### config.mk
export PLATFORM = sky130hd
export DESIGN_NAME = pipa_responder
export DESIGN_NICKNAME = d
export VERILOG_FILES = /design/src/rtl/pipa_responder.sv
export SDC_FILE = /design/constraint.sdc
export NUM_CORES = 1
export LEC_CHECK = 0
export ABC_CLOCK_PERIOD_IN_PS = 4600
export CAP_MARGIN = 20
export CORE_MARGIN = 2
export CORE_UTILIZATION = 59
export CTS_CLUSTER_SIZE = 12
export DETAILED_ROUTE_END_ITERATION = 8
export PLACE_DENSITY = 0.82
export SETUP_SLACK_MARGIN = 0.15
export SKIP_CTS_REPAIR_TIMING = 1
export SLEW_MARGIN = 20
export SYNTH_ARGS = -nofsm -noshare
export SYNTH_HDL_FRONTEND = slang
export SYNTH_SLANG_ARGS = --single-unit
export TNS_END_PERCENT = 5
### constraint.sdc
create_clock -name SIM_CLK -period 4.6 [get_ports SIM_CLK]
set_clock_uncertainty 0.05 [all_clocks]
set_input_delay 0.46 -clock SIM_CLK [delete_from_list [all_inputs] [get_ports SIM_CLK]]
set_output_delay 0.46 -clock SIM_CLK [all_outputs]
set_load 0.03 [all_outputs]
### src/rtl/pipa_responder.sv
// PIPA interrogation responder: synchronizes PIPASW/PIPDAT, drains one count per
// non-zero axis accumulator per interrogation, and answers with active-low pulses.
module pipa_responder #(
  parameter int PULSE_W = 4,
  parameter int ARM_TO  = 64
) (
  input  logic               SIM_CLK,
  input  logic               SIM_RST,
  input  logic               PIPASW,
  input  logic               PIPDAT,
  input  logic               LD_VALID,
  input  logic [1:0]         LD_AXIS,
  input  logic signed [14:0] LD_COUNT,
  output logic               LD_READY,
  output logic               PIPAXP_n,
  output logic               PIPAXM_n,
  output logic               PIPAYP_n,
  output logic               PIPAYM_n,
  output logic               PIPAZP_n,
  output logic               PIPAZM_n,
  output logic signed [14:0] PEND_X,
  output logic signed [14:0] PEND_Y,
  output logic signed [14:0] PEND_Z,
  output logic [7:0]         MISSED
);

  typedef enum logic [1:0] {S_IDLE, S_ARMED, S_PULSE} state_t;

  state_t              state_q, state_d;
  logic [15:0]         cnt_q, cnt_d;
  logic [7:0]          miss_q, miss_d;
  logic signed [14:0]  acc_q [3];
  logic signed [14:0]  acc_d [3];
  logic                p_n_q [3];
  logic                p_n_d [3];
  logic                m_n_q [3];
  logic                m_n_d [3];
  logic                sw_s1_q, sw_s2_q, sw_prev_q;
  logic                dat_s1_q, dat_s2_q, dat_prev_q;
  logic                sw_rise, dat_rise, miss_inc;

  function automatic logic signed [14:0] sat_add15(input logic signed [14:0] a,
                                                   input logic signed [14:0] b);
    logic signed [15:0] sum;
    sum = $signed({a[14], a}) + $signed({b[14], b});
    if (sum > 16'sd16383)
      return 15'h3FFF;
    else if (sum < -16'sd16384)
      return 15'h4000;
    else
      return sum[14:0];
  endfunction

  assign sw_rise  = sw_s2_q && !sw_prev_q;
  assign dat_rise = dat_s2_q && !dat_prev_q;
  assign LD_READY = (state_q == S_IDLE);

  always_comb begin
    state_d  = state_q;
    cnt_d    = cnt_q;
    miss_d   = miss_q;
    miss_inc = 1'b0;
    acc_d    = acc_q;
    p_n_d    = p_n_q;
    m_n_d    = m_n_q;

    case (state_q)
      S_IDLE: begin
        // A simultaneous PIPDAT rise loses to PIPASW and is booked as missed.
        if (dat_rise) miss_inc = 1'b1;
        if (sw_rise) begin
          state_d = S_ARMED;
          cnt_d   = 16'(ARM_TO);
        end
        if (LD_VALID) begin
          for (int i = 0; i < 3; i++) begin
            if (LD_AXIS == i[1:0]) acc_d[i] = sat_add15(acc_q[i], LD_COUNT);
          end
        end
      end
      S_ARMED: begin
        if (dat_rise) begin
          state_d = S_PULSE;
          cnt_d   = 16'(PULSE_W);
          for (int i = 0; i < 3; i++) begin
            if (acc_q[i][14]) begin
              m_n_d[i] = 1'b0;
              acc_d[i] = acc_q[i] + 15'sd1;
            end else if (acc_q[i] != 15'sd0) begin
              p_n_d[i] = 1'b0;
              acc_d[i] = acc_q[i] - 15'sd1;
            end
          end
        end else if (sw_rise) begin
          cnt_d = 16'(ARM_TO);
        end else if (cnt_q == 16'd1) begin
          state_d  = S_IDLE;
          miss_inc = 1'b1;
        end else begin
          cnt_d = cnt_q - 16'd1;
        end
      end
      S_PULSE: begin
        if (dat_rise) miss_inc = 1'b1;
        if (cnt_q == 16'd1) begin
          state_d = S_IDLE;
          for (int i = 0; i < 3; i++) begin
            p_n_d[i] = 1'b1;
            m_n_d[i] = 1'b1;
          end
        end else begin
          cnt_d = cnt_q - 16'd1;
        end
      end
      default: state_d = S_IDLE;
    endcase

    if (miss_inc && (miss_q != 8'hFF)) miss_d = miss_q + 8'd1;
  end

  always_ff @(posedge SIM_CLK or negedge SIM_RST) begin
    if (!SIM_RST) begin
      state_q    <= S_IDLE;
      cnt_q      <= '0;
      miss_q     <= '0;
      sw_s1_q    <= 1'b0;
      sw_s2_q    <= 1'b0;
      sw_prev_q  <= 1'b0;
      dat_s1_q   <= 1'b0;
      dat_s2_q   <= 1'b0;
      dat_prev_q <= 1'b0;
      for (int i = 0; i < 3; i++) begin
        acc_q[i] <= '0;
        p_n_q[i] <= 1'b1;
        m_n_q[i] <= 1'b1;
      end
    end else begin
      state_q    <= state_d;
      cnt_q      <= cnt_d;
      miss_q     <= miss_d;
      sw_s1_q    <= PIPASW;
      sw_s2_q    <= sw_s1_q;
      sw_prev_q  <= sw_s2_q;
      dat_s1_q   <= PIPDAT;
      dat_s2_q   <= dat_s1_q;
      dat_prev_q <= dat_s2_q;
      for (int i = 0; i < 3; i++) begin
        acc_q[i] <= acc_d[i];
        p_n_q[i] <= p_n_d[i];
        m_n_q[i] <= m_n_d[i];
      end
    end
  end

  assign PIPAXP_n = p_n_q[0];
  assign PIPAXM_n = m_n_q[0];
  assign PIPAYP_n = p_n_q[1];
  assign PIPAYM_n = m_n_q[1];
  assign PIPAZP_n = p_n_q[2];
  assign PIPAZM_n = m_n_q[2];
  assign PEND_X   = acc_q[0];
  assign PEND_Y   = acc_q[1];
  assign PEND_Z   = acc_q[2];
  assign MISSED   = miss_q;

endmodule

==> results of run 1 <==
==> layout make-up <==
type	count	area, um^2	area share, %
Multi-Input combinational cell	900	5920	61.9
Sequential cell	83	2080	21.8
Clock buffer	9	225	2.36
Clock inverter	7	81.3	0.851
Inverter	41	154	1.61
Timing Repair Buffer	89	872	9.12
Tap cell	180	225	2.36
==> power by group <==
part	switching [mW]	internal [mW]	total, mW
clock	0.369	0.387	0.756
combinational	3.24	2.20	5.44
sequential	0.639	1.02	1.66
total	4.24	3.61	7.86
==> cell usage after synthesis (7+ instances only) <==
master    number  share of area (%)
a21o_1        25                2.2
a22oi_1       10               0.90
mux2i_1        7               0.84
nor4_1        16                1.2
nand2_1      112                5.0
nand4_1       11               0.82
dfrtp_1       77                 23
nor2b_1       10               0.75
nand2b_1      13               0.97
nor2_1        95                4.3
o21ai_0       69                4.1
a211oi_1      12                1.1
or2_2          8               0.60
clkbuf_1      55                2.5
nor3_1        35                2.1
o22ai_1        7               0.52
a31oi_1       17                1.3
and3_1        15                1.1
or3_1         16                1.2
xnor2_1       63                6.6
ha_1          58                8.7
xor2_1        26                2.7
inv_1         40                1.8
a21oi_1       90                5.4
o311ai_0       8               0.84
nand3_1       33                2.0
o211ai_1      15                1.3
o21a_1         9               0.81
==> critical path, delay by kind of cell <==
family	cells	cell delay (ns)
AO/OA/AOI/OAI	6	2.10
adder cells (fa/ha/maj)	2	0.49
buffers and inverters	2	0.58
AND/OR/NAND/NOR	2	0.41
==> flip-flops by register name, summed over array words and instances, names as in the netlist <==
signal and count:
dat_s2_q 1, dat_prev_q 1, PIPAYP_n 1, sw_prev_q 1, dat_s1_q 1, PIPAYM_n 1, state_q 2, PIPAZM_n 1
sw_s2_q 1, PEND_Y 15, PIPAXM_n 1, PIPAXP_n 1, sw_s1_q 1, PEND_Z 15, cnt_q 16, PIPAZP_n 1
PEND_X 15, MISSED 8
==> worst paths after layout <==
check	from	to	slack, ns	cells after the start
max	LD_COUNT[0]	PEND_Y[12]	0.68	12
min	SIM_RST	cnt_q[1]	0.11	1
max reg2reg	PEND_Y[0]	PEND_Y[12]	0.82	11
min reg2reg	dat_s1_q	dat_s2_q	0.31	0
max in group asynchronous	SIM_RST	PEND_Y[1]	3.86	1
min in group SIM_CLK	dat_s1_q	dat_s2_q	0.31	0
==> per-stage QoR <==
step / power, mW / cells
3_3_place_gp: 6.85 / 1293
3_5_place_dp: 6.95 / 1293
4_1_cts: 7.74 / 1309
6_report: 7.86 / 1309
2_1_floorplan: 5.47 / 1084
5_1_grt: 8.47 / 1309
==> placed cells by master (no fill, tap or decap), types with 8 or more instances in the layout <==
cell type          n
nor2b_1           10
nand3_1           33
buf_4              8
or2_2              8
o21ai_0           69
a31oi_1           17
a22oi_1           10
a21oi_1           90
ha_1              57
clkdlybuf4s50_1   80
nor2_1            95
and3_1            15
nor4_1            16
a211oi_1          12
inv_1             40
a21o_1            25
nor3_1            35
or3_1             16
xnor2_1           63
nand4_1           11
xor2_1            26
nand2_1          112
dfrtp_1           77
o311ai_0           8
nand2b_1          13
o211ai_1          15
clkbuf_16          9
o21a_1             9
==> logic make-up after synthesis <==
family,count (synthesis)
AND/OR/NAND/NOR,393
AO/OA/AOI/OAI,342
buffers and inverters,101
XOR/XNOR,89
flip-flops,83
adder cells (fa/ha/maj),65
multiplexers,11
==> per-layer routing <==
layer / wire [um] / vias to the layer above / GRT usage [%]
li1: - / 4087 / -
met1: 10700 / 4025 / 46.2
met2: 11200 / 387 / 50.9
met3: 2080 / 59 / 6.00
met4: 727 / 0 / 12.4
met5: 0 / - / 0
==> reports/qor.txt, run 1 <==
WS Path Type - in -> reg
Fillers - 1186
row count - 43
Antenna Nets Post-Route - 0
library cells used by synthesis - 82
grt ovf - 0
antenna violations before repair - 0
first-pass GRT wire length - 39300 um
ys flop type - dfrtp_1
final worst slack - 0.682 ns
largest net degree at the start of global routing - 84
CTS tree - built
placed inst area - 9230 um^2
FFs w/ async S/R, synth - 100%
DRC violations left - 0
Synth Area in Simple Gates - 23.1%
Seq/Total Area, Yosys - 24.9%
design area - 9560 um^2
static leakage - 3.84 nW
WL final - 24700 um
Syn Inst Count - 1084
via count - 8558
PD cells - 822 nW/um^2
endpoint type of the worst setup path - register
period utilization - 85.2%
Clk pin slew, worst setup/hold paths - 0.07 ns
Post-Synth Adder-Cell Area - 9.86%
Final setup violation count - 0
vias per cell - 6.54
CTS max path bufs - 2
Routed WL per cell - 18.9 um
routability cong. - 0.973
startpoint types - input port
Core Area - 13900 um^2
num ports - 82
Total GRT Usage - 33.0%
Placement Setup Slack - 0.247 ns
slowest CP cell - a211oi_1
unrepaired setup endpoints after global routing - no
full die area - 15200 um^2
HPWL Detailed - 18100 um
Sink Count - 83
share of cells above drive strength 1 - 5.31%
CP Data Required Time - 4.73 ns
worst endpoint data arrival time - 4.05 ns
Most common cell on crit path - o21ai_0
Pre-Repair DR Iteration Count - 5
critical path, cell by cell - clkdlybuf4s50_1 > ha_1 > inv_1 > fa_1 > nor2b_1 > o31a_1 > o21ai_0 > a21oi_1 > nor2_1 > o21ai_0 > a211oi_1 > a222oi_1
worst-margin pin slew - 1.01 ns
Synth Area in Compound Gates - 26.8%
highest clock rate - 255 MHz
status - finished, final reports clean
Max-slew headroom - 32.9%
main combinational cell family by area after synthesis - compound AO/OA/AOI/OAI gates
setup TNS - 0 ns
Min Hold Slack - 0.108 ns
Slew Limit Fails - 0
Syn. warnings - 0
synthesized area per cell - 7.73 um^2
DIE WIDTH - 123 um
post-layout util - 68.9%
cts bufs inserted - 9
synth-to-layout area growth - 14.1%
Hold Vio Cnt, Final - 0
buffers added on ports - 81
Worst path max stage delay - 0.79 ns
crit path max fanout - 6
HP Class - in -> async
Root Driver - clkbuf_16
multiplexer share of the synthesized area - 1.37%
Skew-Pair Late Insertion Delay - 0.36 ns
worst vdd ir - 0.596 mV
Synth Area in XOR/XNOR - 9.31%
#FFs+latches synth - 83
Syn Std Cell Area - 8370 um^2
syn_nets - 1167
DIE HEIGHT - 123 um
Iter 0 DRT Violations - 783
Post-synth EDFFs - 0
NumNets Final - 1207
CTS H-tree depth - 3
vias in the first global route - 7590
Initial Util - 60.3%
clock period minus worst slack - 3.92 ns
# diodes - 0
max-cap viol count - 0
Power figures use the tool's default switching activity.
==> run 2: changes to the inputs <==
--- a/config.mk
+++ b/config.mk
@@ -5,13 +5,12 @@
 export SDC_FILE = /design/constraint.sdc
 export NUM_CORES = 1
 export LEC_CHECK = 0
-export ABC_CLOCK_PERIOD_IN_PS = 4600
+export ABC_CLOCK_PERIOD_IN_PS = 4900
 export CAP_MARGIN = 20
 export CORE_MARGIN = 2
-export CORE_UTILIZATION = 59
-export CTS_CLUSTER_SIZE = 12
+export CORE_UTILIZATION = 60
 export DETAILED_ROUTE_END_ITERATION = 8
-export PLACE_DENSITY = 0.82
+export PLACE_DENSITY = 0.83
 export SETUP_SLACK_MARGIN = 0.15
 export SKIP_CTS_REPAIR_TIMING = 1
 export SLEW_MARGIN = 20
==> constraint.sdc (replaced) <==
create_clock -name SIM_CLK -period 4.9 [get_ports SIM_CLK]
set_clock_uncertainty 0.05 [all_clocks]
set_input_delay 0.49 -clock SIM_CLK [delete_from_list [all_inputs] [get_ports SIM_CLK]]
set_output_delay 0.49 -clock SIM_CLK [all_outputs]
set_load 0.03 [all_outputs]
==> run 2 against run 1 <==
Critical path depth shrank 1. Worst hold slack gained 0.20 ns. Non-clock buffer count shrank 1. Critical endpoint is now PEND_X[3]. Wire length grew 1.7%. Register-to-register slack gained 0.49 ns. Highest routed layer unchanged. Clock-buffer cell count grew 3. Critical path type unchanged.
==> reports/qor.txt, run 2 (synthesis gave the netlist of run 1 again) <==
status - finished, final reports clean
grt ovf - 0 (unchanged)
WHS Path Cells - 0
max-cap viol count - 0 (unchanged)
startpoint types - input port
setup TNS - 0 ns (unchanged)
worst endpoint data arrival time - 3.91 ns (-0.14 ns)
vias per cell - 6.63 (+1.4%)
Hold Vio Cnt, Final - 0 (unchanged)
routability cong. - 0.983 (+1.0%)
Critical Path End - PEND_X[3]
highest clock rate - 269 MHz
# diodes - 0 (unchanged)
DIE HEIGHT - 122 um (-0.81%)
CTS H-tree depth - 3 (unchanged)
WS Path Type - in -> reg
buffers added on ports - 81 (unchanged)
final worst slack - 1.18 ns (+0.500 ns)
row count - 43 (unchanged)
R2R cell count - 10 (-1)
register-to-register setup slack - 1.31 ns (+0.49 ns)
Root Driver - clkbuf_16
r2r startpoint - PEND_X[0]
DRC violations left - 0 (unchanged)
first-pass GRT wire length - 39800 um (+1.2%)
Antenna Nets Post-Route - 0 (unchanged)
Slew Limit Fails - 0 (unchanged)
reg2reg end - PEND_X[3]
worst-margin pin slew - 0.976 ns (-0.0308 ns)
CP Data Required Time - 5.09 ns (+0.36 ns)
CTS tree - built
PD cells - 775 nW/um^2 (-5.7%)
HPWL Detailed - 18800 um (+3.7%)
clock period minus worst slack - 3.72 ns
worst vdd ir - 0.440 mV (-26%)
Sink Count - 83 (unchanged)
vias in the first global route - 7766 (+2.3%)
Max-slew headroom - 34.9% (+2.1 points)
endpoint type of the worst setup path - register
Pre-Repair DR Iteration Count - 6 (+1)
post-layout util - 69.1% (+0.24 points)
crit path max fanout - 10 (+4)
placed inst area - 9220 um^2 (-0.16%)
Min Hold Slack - 0.309 ns (+0.202 ns)
Clk pin slew, worst setup/hold paths - 0.06 ns (about the same)
dpl cells - 1291 (-0.15%)
commonest non-fill, non-tap cell in the layout - nand2_1
Routed WL per cell - 19.2 um (+1.8%)
Biggest register - cnt_q
cts bufs inserted - 9 (unchanged)
period utilization - 75.9%
unrepaired setup endpoints after global routing - no
Placement Setup Slack - 0.885 ns (+0.638 ns)
WL final - 25200 um (+1.7%)
Final setup violation count - 0 (unchanged)
antenna violations before repair - 0 (unchanged)
Initial Util - 60.8% (+0.47 points)
most frequent cells in the layout - nand2_1 (112), nor2_1 (95), a21oi_1 (90), clkdlybuf4s50_1 (80), dfrtp_1 (77)
Worst Setup SP - LD_COUNT[0]
Skew-Pair Late Insertion Delay - 0.35 ns (about the same)
CTS max path bufs - 2 (unchanged)
Total GRT Usage - 34.0% (+1.0 points)
Iter 0 DRT Violations - 1047 (+34%)
via count - 8668 (+1.3%)
Power Total - 7.38 mW (-6.1%)
final non-filler cell total - 1308 (-0.076%)
share of cells above drive strength 1 - 4.79% (-0.53 points)
Fillers - 1186 (unchanged)
HP Class - reg -> reg
num ports - 82 (unchanged)
NumNets Final - 1206 (-0.083%)
design area - 9520 um^2 (-0.43%)
static leakage - 3.81 nW (-0.77%)
synth-to-layout area growth - 13.7%
Largest register FFs - 16 (unchanged)
Core Area - 13800 um^2 (-0.78%)
largest net degree at the start of global routing - 72 (-14%)
DIE WIDTH - 122 um (-0.81%)
full die area - 14900 um^2 (-1.6%)
## run 2: changes by cell type in the layout (fill, tap and decap cells not counted), moves of 2 or more
cell | previous run | this run
clkbuf_1 | 0 | 3
clkinvlp_4 | 0 | 3
clkinv_4 | 2 | 0
clkinv_8 | 2 | 0
inv_8 | 2 | 0
## run 2: final cells by class
type | instances | area [um^2] | share of cell area, %
Clock buffer | 12 | 236 | 2.48
Clock inverter | 4 | 52.6 | 0.552
Inverter | 41 | 154 | 1.62
Multi-Input combinational cell | 900 | 5900 | 62.0
Sequential cell | 83 | 2080 | 21.9
Tap cell | 180 | 225 | 2.37
Timing Repair Buffer | 88 | 863 | 9.07
## run 2: per-layer routing
metal	GRT usage [%]	vias up	part of all wire, %
li1	-	4082	-
met1	45.8	4103	42
met2	53.8	425	46
met3	7.02	58	9.3
met4	13.3	0	2.9
met5	0	-	0
## run 2: power breakdown
group | leakage [nW] | internal [mW] | total [mW] | switching (mW)
logic | 2.71 | 2.05 | 5.09 | 3.04
clock network | 0.129 | 0.396 | 0.683 | 0.288
registers | 0.973 | 0.959 | 1.60 | 0.644
total | 3.81 | 3.41 | 7.38 | 3.97
## run 2: worst max-delay path, cell delays in order
cell and delay [ns]:
clkdlybuf4s50_1 0.50, ha_1 0.30, fa_1 0.45, a211oi_1 0.27
nor2_1 0.12, o221ai_1 0.22, a31oi_1 0.26, nor3b_1 0.25
nor4_2 0.66, o22ai_1 0.20, a21o_1 0.18
## run 2: worst min-delay path by stage
stage,start,endpoint,slack (ns)
global placement,dat_s1_q,dat_s2_q,0.28
global route,dat_s1_q,dat_s2_q,0.32
detailed placement,dat_s1_q,dat_s2_q,0.30
finish,dat_s1_q,dat_s2_q,0.31
floorplan,SIM_RST,MISSED[0],0.14
CTS,SIM_RST,PEND_Y[7],-0.06
==> run 3: changes to the inputs <==
--- a/config.mk
+++ b/config.mk
@@ -5,12 +5,12 @@
 export SDC_FILE = /design/constraint.sdc
 export NUM_CORES = 1
 export LEC_CHECK = 0
-export ABC_CLOCK_PERIOD_IN_PS = 4900
+export ABC_CLOCK_PERIOD_IN_PS = 3900
 export CAP_MARGIN = 20
 export CORE_MARGIN = 2
-export CORE_UTILIZATION = 60
+export CORE_UTILIZATION = 59
 export DETAILED_ROUTE_END_ITERATION = 8
-export PLACE_DENSITY = 0.83
+export PLACE_DENSITY = 0.82
 export SETUP_SLACK_MARGIN = 0.15
 export SKIP_CTS_REPAIR_TIMING = 1
 export SLEW_MARGIN = 20
==> constraint.sdc (replaced) <==
create_clock -name SIM_CLK -period 3.9 [get_ports SIM_CLK]
set_clock_uncertainty 0.05 [all_clocks]
set_input_delay 0.39 -clock SIM_CLK [delete_from_list [all_inputs] [get_ports SIM_CLK]]
set_output_delay 0.39 -clock SIM_CLK [all_outputs]
set_load 0.03 [all_outputs]
==> run 3 against run 2 <==
Core utilization increased by 0.33 points. Via count decreased by 1.7%. Critical path depth decreased by 3. Register-to-register slack got worse by 0.83 ns. Design area increased by 1.3%. Global-route usage decreased by 1.7 points.
==> reports/qor.txt, run 3 (synthesis gave the netlist of run 1 again) <==
status - finished, final reports clean
num ports - 82 (unchanged)
routability cong. - 0.969 (-1.4%)
DIE HEIGHT - 123 um (+0.81%)
WL final - 24200 um (-3.8%)
global routing's busiest layer - met2
Max-slew headroom - 38.4% (+3.5 points)
Root Driver - clkbuf_16
period utilization - 87.7%
clock period minus worst slack - 3.42 ns
Hold Vio Cnt, Final - 0 (unchanged)
max-cap viol count - 0 (unchanged)
cts bufs inserted - 9 (unchanged)
synth-to-layout area growth - 15.1%
most frequent cells in the layout - nand2_1 (112), nor2_1 (95), a21oi_1 (90), clkdlybuf4s50_1 (80), dfrtp_1 (77)
slowest CP cell - nor4_1
antenna violations before repair - 0 (unchanged)
R2R cell count - 8 (-2)
Clk pin slew, worst setup/hold paths - 0.07 ns (about the same)
largest net degree at the start of global routing - 64 (-11%)
vias per cell - 6.42 (-3.1%)
Seq. cell area - 2080 um^2 (unchanged)
# diodes - 0 (unchanged)
Core Area - 13900 um^2 (+0.78%)
full die area - 15200 um^2 (+1.6%)
Initial Util - 60.3% (-0.47 points)
via count - 8518 (-1.7%)
CP Data Required Time - 4.12 ns (-0.97 ns)
grt ovf - 0 (unchanged)
buffers added on ports - 81 (unchanged)
Iter 0 DRT Violations - 828 (-21%)
Skew-Pair Late Insertion Delay - 0.35 ns (about the same)
unrepaired setup endpoints after global routing - no
NumNets Final - 1224 (+1.5%)
crit path max fanout - 14 (+4)
endpoint type of the worst setup path - register
grt met3 use - 5.77% (-1.3 points)
critical path, cell by cell - or4_1 > or3_1 > nor4_1 > a21oi_1 > o2111ai_1 > o21ai_0 > a31oi_1 > a21boi_0
row count - 43 (unchanged)
static leakage - 3.90 nW (+2.4%)
startpoint types - register
share of cells above drive strength 1 - 6.54% (+1.8 points)
Final setup violation count - 0 (unchanged)
setup TNS - 0 ns (unchanged)
highest clock rate - 292 MHz
CTS max path bufs - 2 (unchanged)
first-pass GRT wire length - 39000 um (-2.2%)
CTS tree - built
WS Path Type - reg -> reg
Worst path max stage delay - 0.61 ns (-0.05 ns)
HP Class - in -> async
Routed WL per cell - 18.3 um (-5.1%)
Slew Limit Fails - 0 (unchanged)
Fillers - 1186 (unchanged)
Pre-Repair DR Iteration Count - 6 (unchanged)
met1 usage - 44.5% (-1.3 points)
Total GRT Usage - 32.3% (-1.7 points)
CTS H-tree depth - 3 (unchanged)
worst vdd ir - 0.475 mV (+8.0%)
DIE WIDTH - 123 um (+0.81%)
commonest non-fill, non-tap cell in the layout - nand2_1
Sink Count - 83 (unchanged)
Biggest register - cnt_q
DRC violations left - 0 (unchanged)
vias in the first global route - 7777 (+0.14%)
post-layout util - 69.4% (+0.33 points)
area of the multi-input gates - 5900 um^2 (unchanged)
M2 GR Usage - 50.9% (-2.9 points)
HPWL Detailed - 18100 um (-3.5%)
Largest register FFs - 16 (unchanged)
PD cells - 954 nW/um^2 (+23%)
worst endpoint data arrival time - 3.64 ns (-0.27 ns)
worst-margin pin slew - 0.924 ns (-0.0519 ns)
Antenna Nets Post-Route - 0 (unchanged)
==> run 3: changes by cell type in the layout (fill, tap and decap cells not counted), sizes merged <==
cell / previous run / this run
buf: 7 / 26
inv: 40 / 43
clkbuf: 12 / 10
clkinv: 1 / 3
clkinvlp: 3 / 1
bufinv: 1 / 0
dlygate4sd3: 1 / 0
==> run 3: cell type report <==
| cell class | count | share of cell area [%] |
|---|---|---|
| multi-input combinational | 900 | 61.2 |
| clock inverter | 6 | 0.493 |
| tap | 180 | 2.34 |
| inverter | 41 | 1.60 |
| clock buffer | 10 | 2.38 |
| timing repair buffer | 106 | 10.3 |
| sequential | 83 | 21.6 |
==> run 3: stage by stage <==
step	power (mW)	hold slack, ns	worst slack, ns	area (um^2)	std cells
2_1_floorplan	6.45	0.0444	0.471	8370	1084
3_3_place_gp	8.11	0.284	0.305	9360	1310
3_5_place_dp	8.24	0.289	0.237	9360	1310
4_1_cts	9.12	0.103	0.552	9640	1326
5_1_grt	9.95	0.136	0.152	9640	1326
6_report	9.19	0.0756	0.480	9640	1326
==> run 3: final timing paths <==
check	startpoint	to	slack, ns
worst max-delay path	PEND_X[9]	PEND_X[10]	0.48
worst min-delay path	SIM_RST	cnt_q[1]	0.08
worst max register to register	PEND_X[9]	PEND_X[10]	0.48
worst min register to register	dat_s1_q	dat_s2_q	0.30
max in group asynchronous	SIM_RST	PEND_X[8]	2.92
min in group SIM_CLK	dat_s1_q	dat_s2_q	0.30
==> run 3: power breakdown <==
part	switching, mW	leakage [nW]	internal, mW	total, mW
clock network	0.381	0.134	0.439	0.820
logic	3.84	2.80	2.68	6.52
registers	0.645	0.973	1.21	1.85
total	4.87	3.90	4.32	9.19
==> run 3: metal layers <==
metal,part of all wire [%],vias up
li1,-,4145
met1,44,3984
met2,46,346
met3,7.7,43
met4,2.6,0
met5,0,-
==> run 3: worst max-delay path, delay by kind of cell (launching register included) <==
kind,cells,cell delay (ns)
AND/OR/NAND/NOR,3,1.61
AO/OA/AOI/OAI,5,1.19
flip-flops,1,0.49
